**src/rtl/dmem_arbiter.sv**
```systemverilog
// dmem_arbiter: shares data_memory between core port 0 and aux port 1 through an IDLE/ACCESS/RESP FSM.
// Optional feature macro DMEM_ARB_RR_EN selects round-robin tie-break; default is fixed priority to port 0.
module dmem_arbiter #(
    parameter int ADDR_WIDTH = 32,
    parameter int DATA_WIDTH = 32
) (
    input  logic                  clk,
    input  logic                  rst,
    input  logic                  req_0,
    input  logic [ADDR_WIDTH-1:0] addr_0,
    input  logic [DATA_WIDTH-1:0] wdata_0,
    input  logic                  we_0,
    input  logic [1:0]            ls_type_0,
    input  logic                  unsigned_0,
    input  logic                  req_1,
    input  logic [ADDR_WIDTH-1:0] addr_1,
    input  logic [DATA_WIDTH-1:0] wdata_1,
    input  logic                  we_1,
    input  logic [1:0]            ls_type_1,
    input  logic                  unsigned_1,
    output logic                  ack_0,
    output logic                  ack_1,
    output logic [DATA_WIDTH-1:0] rdata,
    output logic                  err,
    output logic [ADDR_WIDTH-1:0] mem_address,
    output logic [DATA_WIDTH-1:0] mem_write_data,
    output logic                  mem_read,
    output logic                  mem_write,
    output logic [1:0]            mem_load_store_type,
    output logic                  mem_load_unsigned,
    input  logic [DATA_WIDTH-1:0] mem_read_data
);

    // Encodings shared with controls.sv: 00 byte, 01 half, 10 word, 11 reserved.
    localparam logic [1:0] LS_HALF = 2'b01;
    localparam logic [1:0] LS_WORD = 2'b10;
    localparam logic [1:0] LS_RSVD = 2'b11;

    typedef enum logic [1:0] {S_IDLE, S_ACCESS, S_RESP} state_t;

    state_t                state_q, state_d;
    logic [ADDR_WIDTH-1:0] addr_q;
    logic [DATA_WIDTH-1:0] wdata_q;
    logic                  we_q;
    logic [1:0]            type_q;
    logic                  uns_q;
    logic                  port_q;
    logic [DATA_WIDTH-1:0] rdata_q;
    logic                  err_q;
    logic                  win;
    logic                  take;
    logic                  mis;

    assign take = (state_q == S_IDLE) && (req_0 || req_1);

`ifdef DMEM_ARB_RR_EN
    logic last_q;

    always_ff @(posedge clk) begin
        if (rst) begin
            last_q <= 1'b1;
        end else if (take) begin
            last_q <= win;
        end
    end

    always_comb begin
        win = (req_0 && req_1) ? ~last_q : req_1;
    end
`else
    always_comb begin
        win = ~req_0;
    end
`endif

    assign mis = ((type_q == LS_HALF) && addr_q[0])
              || ((type_q == LS_WORD) && (addr_q[1:0] != 2'b00))
              || (type_q == LS_RSVD);

    always_ff @(posedge clk) begin
        if (rst) begin
            state_q <= S_IDLE;
            addr_q  <= '0;
            wdata_q <= '0;
            we_q    <= 1'b0;
            type_q  <= 2'b00;
            uns_q   <= 1'b0;
            port_q  <= 1'b0;
            rdata_q <= '0;
            err_q   <= 1'b0;
        end else begin
            state_q <= state_d;
            if (take) begin
                port_q  <= win;
                addr_q  <= win ? addr_1     : addr_0;
                wdata_q <= win ? wdata_1    : wdata_0;
                we_q    <= win ? we_1       : we_0;
                type_q  <= win ? ls_type_1  : ls_type_0;
                uns_q   <= win ? unsigned_1 : unsigned_0;
            end
            if (state_q == S_ACCESS) begin
                rdata_q <= (!we_q && !mis) ? mem_read_data : '0;
                err_q   <= mis;
            end
        end
    end

    always_comb begin
        state_d = state_q;
        case (state_q)
            S_IDLE:   if (req_0 || req_1) state_d = S_ACCESS;
            S_ACCESS: state_d = S_RESP;
            S_RESP:   state_d = S_IDLE;
            default:  state_d = S_IDLE;
        endcase
    end

    always_comb begin
        ack_0               = 1'b0;
        ack_1               = 1'b0;
        mem_address         = '0;
        mem_write_data      = '0;
        mem_read            = 1'b0;
        mem_write           = 1'b0;
        mem_load_store_type = 2'b00;
        mem_load_unsigned   = 1'b0;
        case (state_q)
            S_ACCESS: begin
                mem_address         = addr_q;
                mem_write_data      = wdata_q;
                mem_read            = ~we_q & ~mis;
                mem_write           = we_q & ~mis;
                mem_load_store_type = type_q;
                mem_load_unsigned   = uns_q;
            end
            S_RESP: begin
                ack_0 = ~port_q;
                ack_1 = port_q;
            end
            default: ;
        endcase
    end

    assign rdata = rdata_q;
    assign err   = err_q;

endmodule

```
**config.mk**
```make
export PLATFORM = sky130hd
export DESIGN_NAME = dmem_arbiter
export DESIGN_NICKNAME = d
export VERILOG_FILES = /design/src/rtl/dmem_arbiter.sv
export SDC_FILE = /design/constraint.sdc
export NUM_CORES = 1
export LEC_CHECK = 0
export ABC_AREA = 1
export BUFFER_PORTS_ARGS = -buffer_cell sky130_fd_sc_hd__buf_2
export CAP_MARGIN = 40
export CORE_UTILIZATION = 45
export CTS_BUF_LIST = sky130_fd_sc_hd__clkbuf_4 sky130_fd_sc_hd__clkbuf_8 sky130_fd_sc_hd__clkbuf_16
export CTS_CLUSTER_DIAMETER = 80
export CTS_CLUSTER_SIZE = 25
export DETAILED_ROUTE_END_ITERATION = 10
export PLACE_DENSITY = 0.86
export SETUP_SLACK_MARGIN = 0.15
export SLEW_MARGIN = 20
export SYNTH_ARGS = -nofsm -noshare
export SYNTH_HDL_FRONTEND = slang
export SYNTH_SLANG_ARGS = --single-unit
```
**constraint.sdc**
```tcl
create_clock -name clk -period 1.3 [get_ports clk]
set_input_delay 0.065 -clock clk [delete_from_list [all_inputs] [get_ports clk]]
set_output_delay 0.065 -clock clk [all_outputs]
set_load 0.01 [all_outputs]
```
# [Yosys cells after proc, flatten, opt, wreduce, memory -nomap -nowiden]
# Cells that the tools add are included.
[word_totals] regBits=104 word_cells=48 inputBits=172 output_inout_bits=104
[classes] n_reduce_logical=11 eq_ne=6 bitwise=6 n_mux=16
[op_table] operator="$mux W32" n=5
[op_table] operator="$mux W1" n=7
[op_table] operator="$eq A2 B2 Y1 const B" n=3
[op_table] operator="$mux W2" n=3
[op_table] operator="$eq A2 B1 Y1 const B" n=2
[op_table] operator="$logic_and A1 B1 Y1" n=4
[op_table] operator="$not A1 Y1" n=4
[op_table] operator="$pmux W2 S2" n=1
[op_table] operator="$logic_or A1 B1 Y1" n=3
[op_table] operator="$and A1 B1 Y1" n=2
[op_table] operator="$logic_not A1 Y1" n=2
[op_table] operator="$logic_not A2 Y1" n=1
[op_table] operator="$ne A2 B1 Y1 const B" n=1
[op_table] operator="$reduce_bool A2 Y1" n=1

# [Depth between registers and ports, before layout]
[logic_depth] ltp_word=7 depth_mapped=8 depth_no_buf=5

# [Worst setup path after synthesis]
# OpenSTA, ideal clock, no wires.
[synth_timing] path_type="register -> output" start="reg addr_q[0]" end="out mem_read" arrival_ps=1002 path_buffers=1 slack_ps=233 stages_incl_launch_ff=7 required_ps=1235 cell_sequence="dfxtp_1 nor2_1 nand2_1 nand2_1 buf_2 nand2_1 nor2_1"
[synth_between] elab_chain_cells=7 word_cells_on_any_way=8 classes_between="1 x mux; 2 x bitwise; 5 x reduce/logical"
[synth_lines] item="start: declaration" line_no="42" source="logic [ADDR_WIDTH-1:0] addr_q;"
[synth_lines] item="start signal: assignment" line_no="95" source="addr_q <= win ? addr_1 : addr_0;"
[synth_lines] item="$reduce_bool A2 Y1" line_no="77" source="|| ((type_q == LS_WORD) && (addr_q[1:0] != 2'b00))"
[synth_lines] item="$logic_and A1 B1 Y1" line_no="77"
[synth_lines] item="$logic_or A1 B1 Y1 (*)" line_no="77"
[synth_lines] item="$logic_or A1 B1 Y1 (*)" line_no="78" source="|| (type_q == LS_RSVD);"
[synth_lines] item="$not A1 Y1 (*)" line_no="131" source="mem_read = ~we_q & ~mis;"
[synth_lines] item="$and A1 B1 Y1 (*)" line_no="131"
[synth_lines] item="$mux W1 (*)" line_no="127" source="case (state_q)"
[synth_lines] item="end: declaration" line_no="27" source="output logic mem_read,"
# Every way passes the cells marked *; elsewhere a longest branch is shown, timed or not.

# [Worst setup path in the final report]
[layout_timing] start="reg state_q[1]" end="reg rdata_q[27], in the netlist rdata[27]"
[layout_between] elab_chain_cells=1
[layout_lines] item="start: declaration" line_no="41" source="state_t state_q, state_d;"
[layout_lines] item="start signal: assignment" line_no="92" source="state_q <= state_d;"
[layout_lines] item="$eq A2 B1 Y1" line_no="101" source="if (state_q == S_ACCESS) begin"
[layout_lines] item="end signal: assignment" line_no="102" source="rdata_q <= (!we_q && !mis) ? mem_read_data : '0;"
[layout_lines] item="end: declaration" line_no="48" source="logic [DATA_WIDTH-1:0] rdata_q;"
# Every way passes these cells.
# A chain may end at the register's enable or synchronous reset.

==> PnR_summary.wiki <==
{| class="wikitable"
! Metric !! Value
|-
| Weighted congestion reported at the end of routability-driven placement || 0.832
|-
| Yosys warning count || 0
|-
| Detailed placer's ending HPWL || 10700 um
|-
| P_leak || 0.00420 uW
|-
| Average via count per standard cell || 5.73
|-
| Final worst setup slack || -325 ps
|-
| Total global routing overflow || 0
|-
| Effective utilization at floorplan || 46.9%
|-
| Category of the worst setup path launch point || flop
|-
| Horizontal extent of the die || 106 um
|-
| Starting DRC count in detailed routing || 785
|-
| Final number of setup-violating endpoints || 173
|-
| Sequential cell area in the final layout || 0.00209 mm2
|-
| Average routed wire per standard cell || 19.7 um
|-
| Transition time at the pin with the least slew margin || 581 ps
|-
| Achievable clock frequency || 615 MHz
|-
| Nets in the synthesized netlist || 932
|-
| Biggest area consumer among synthesized cells || dfxtp_1
|-
| Floorplan die height || 106 um
|-
| Post-layout minimum cycle time || 1620 ps
|-
| Number of clock sinks || 104
|-
| Number of buffers between clock root and the deepest sink || 2
|-
| Worst Skew || 18.0 ps
|-
| MaxCap Viol Count || 0
|-
| Via Count || 7071
|-
| Row count || 37
|-
| Via count of the first global-routing pass || 6037
|-
| Die Outline Area || 0.0113 mm2
|-
| Number of endpoints with negative hold slack in the final report || 0
|-
| Number of unique standard cell types used by synthesis || 17
|-
| Tot GR Track Use || 32.8%
|-
| Slew margin rel. || 61.3%
|-
| Violated checks || setup timing
|-
| First-pass GRT wire length || 29200 um
|-
| H-tree Lvls || 3
|-
| Netlist Area Pre-Place || 0.00491 mm2
|-
| Run status || finished with violations
|-
| Final critical-path share of the clock period || 125%
|-
| Hold Path Class || input port to flop
|-
| Areal power density over the cells || 1070 mW/mm2
|-
| Worst Path Arrival || 1930 ps
|-
| Number of fill cells || 570
|-
| Pin count of the biggest net entering global routing || 55
|-
| Number of pins exceeding their max-slew limit in the final report || 0
|-
| Placed instance count || 1134
|-
| Quantity of I/O buffers inserted on ports || 275
|-
| TritonCTS clock tree || built
|-
| Buffer cell driving the clock tree root || clkbuf_8
|-
| Setup repair after global routing missed its margin || yes
|-
| CP Capture Type || flop
|-
| Maximum fanout along the worst path || 5
|-
| Post-route standard cell area excluding fillers || 0.00877 mm2
|-
| Clock transition at the registers of the reported paths || 110 ps
|-
| Critical path class || flop to flop
|-
| FF+latch count, synth || 104
|-
| Area occupied by multi-input gates || 0.00304 mm2
|-
| Fin cells || 1233
|-
| Data required time at the worst endpoint || 1600 ps
|-
| Top-level I/O count || 276
|-
| Register area share after synthesis || 42.4%
|-
| Core outline area || 0.0105 mm2
|-
| Fraction of synthesized cell area taken by the top area cell type || 42.4%
|-
| Final wirelength || 24300 um
|-
| Insertion delay to the later sink of the worst-skew pair || 380 ps
|-
| Number of optimization iterations in the first detailed-route pass || 7
|-
| Num CTS Buffers || 9
|-
| Residual antenna-violating net count after detailed routing || 0
|-
| P&R area growth vs syn || 78.8%
|-
| Final routed DRC violation total || 0
|-
| Post-Syn Instances || 760
|-
| Antenna violations before repair || 2
|-
| Ranking of synthesized cells by area || dfxtp_1 42%, nand2_1 19%, a21oi_1 10%, inv_1 5.6%, nor2_1 5.6%
|-
| Fraction of final layout cells sized beyond drive strength 1 || 47.4%
|-
| Cell Area, Placed || 0.00642 mm2
|-
| Post-synthesis average cell area || 6.46 um2
|-
| Maximum resistive drop on vdd || 0.709 mV
|-
| Nets || 1262
|}
==> synthesized netlist by cell type <==
cell type and number:
nand2_1 243, dfxtp_1 104, a21oi_1 102, inv_1 73, nor2_1 73, o21ai_1 40
buf_2 34, nand3_1 32, o21ai_0 30, clkbuf_1 15, buf_6 5, buf_4 4
and3_1 1, inv_2 1, nor2_2 1, nor3_1 1, o21ai_2 1
==> registers in the layout (all words and copies together), names as in the netlist <==
name     flops
addr_q      32
rdata       32
wdata_q     32
state_q      2
type_q       2
err          1
port_q       1
uns_q        1
we_q         1
==> per-stage QoR <==
| stage | utilization [%] | setup TNS [ps] | setup slack, ps | hold slack [ps] | total power [uW] |
|---|---|---|---|---|---|
| finish | 83.8 | -28070 | -325 | 36.3 | 9340 |
| global placement | 61.4 | 0 | 106 | 334 | 5420 |
| CTS | 77.3 | -15020 | -165 | 28.2 | 8580 |
| global route | 83.8 | -34370 | -346 | 52.3 | 9670 |
| detailed placement | 61.4 | 0 | 75.8 | 339 | 5460 |
| floorplan | - | 0 | 233 | 226 | 4750 |
==> layout by cell type, fill, tap and decap left out, drive strengths merged <==
master and instances:
nor3 1, dfxtp 104, bufbuf 2, a21oi 102, nor2 74, bufinv 2
dlygate4sd3 32, clkinvlp 1, o21ai 73, clkbuf 15, clkinv 2, and3 1
inv 75, diode 2, buf 336, nand2 243, nand3 32
==> layout make-up <==
class	count	share of cell area [%]
multi-input cells	526	34.6
repair buffers	375	33.8
flip-flops and latches	104	23.8
inverters	74	3.19
well taps	136	1.94
clock buffers	10	1.57
clock inverters	6	1.03
diodes	2	0.0571
==> final timing paths <==
kind | start | end | slack, ps | cells past startpoint
min reg2reg | uns_q$_SDFFE_PP0P_ | uns_q$_SDFFE_PP0P_ | 470 | 2
max reg2reg | state_q[1]$_SDFFE_PP0P_ | rdata[27]$_SDFFE_PP0N_ | -320 | 9
max | state_q[1]$_SDFFE_PP0P_ | rdata[27]$_SDFFE_PP0N_ | -320 | 9
min | addr_1[9] | addr_q[9]$_SDFFE_PP0P_ | 40 | 5
==> what timing repair did <==
action,CTS,global route
gates resized for setup,163,132
buffers inserted,24,2
endpoints found under the hold margin,32,0
pin swaps,13,9
endpoints found under the setup margin,164,174
cloned,15,8
hold buffers,32,0
==> power by group <==
part	total, uW	internal [uW]	switching, uW
registers	3630	3500	138
logic	3360	1510	1850
clock network	2350	1150	1200
total	9340	6150	3190
==> logic make-up after synthesis <==
family | count (synthesis) | synth area share (%)
AND/OR/NAND/NOR | 351 | 27.8
AO/OA/AOI/OAI | 173 | 17.7
flip-flops | 104 | 42.4
buffers and inverters | 132 | 12.0
==> metal layers <==
| metal | part of all wire [%] | global-route usage, % |
|---|---|---|
| met1 | 33 | 35.7 |
| met2 | 49 | 59.0 |
| met3 | 9.1 | 6.38 |
| met4 | 8.7 | 19.4 |
| met5 | 0 | 0 |
==> worst max-delay path, cell delays in order, from the launching register on <==
cell and delay [ps]:
dfxtp_2 360, inv_4 80, nand2_8 70, buf_12 130
buf_8 120, buf_6 110, nor2_4 170, buf_2 200
nand3_1 120, a21oi_1 200
Note: power is estimated with default switching activity, not from simulation.
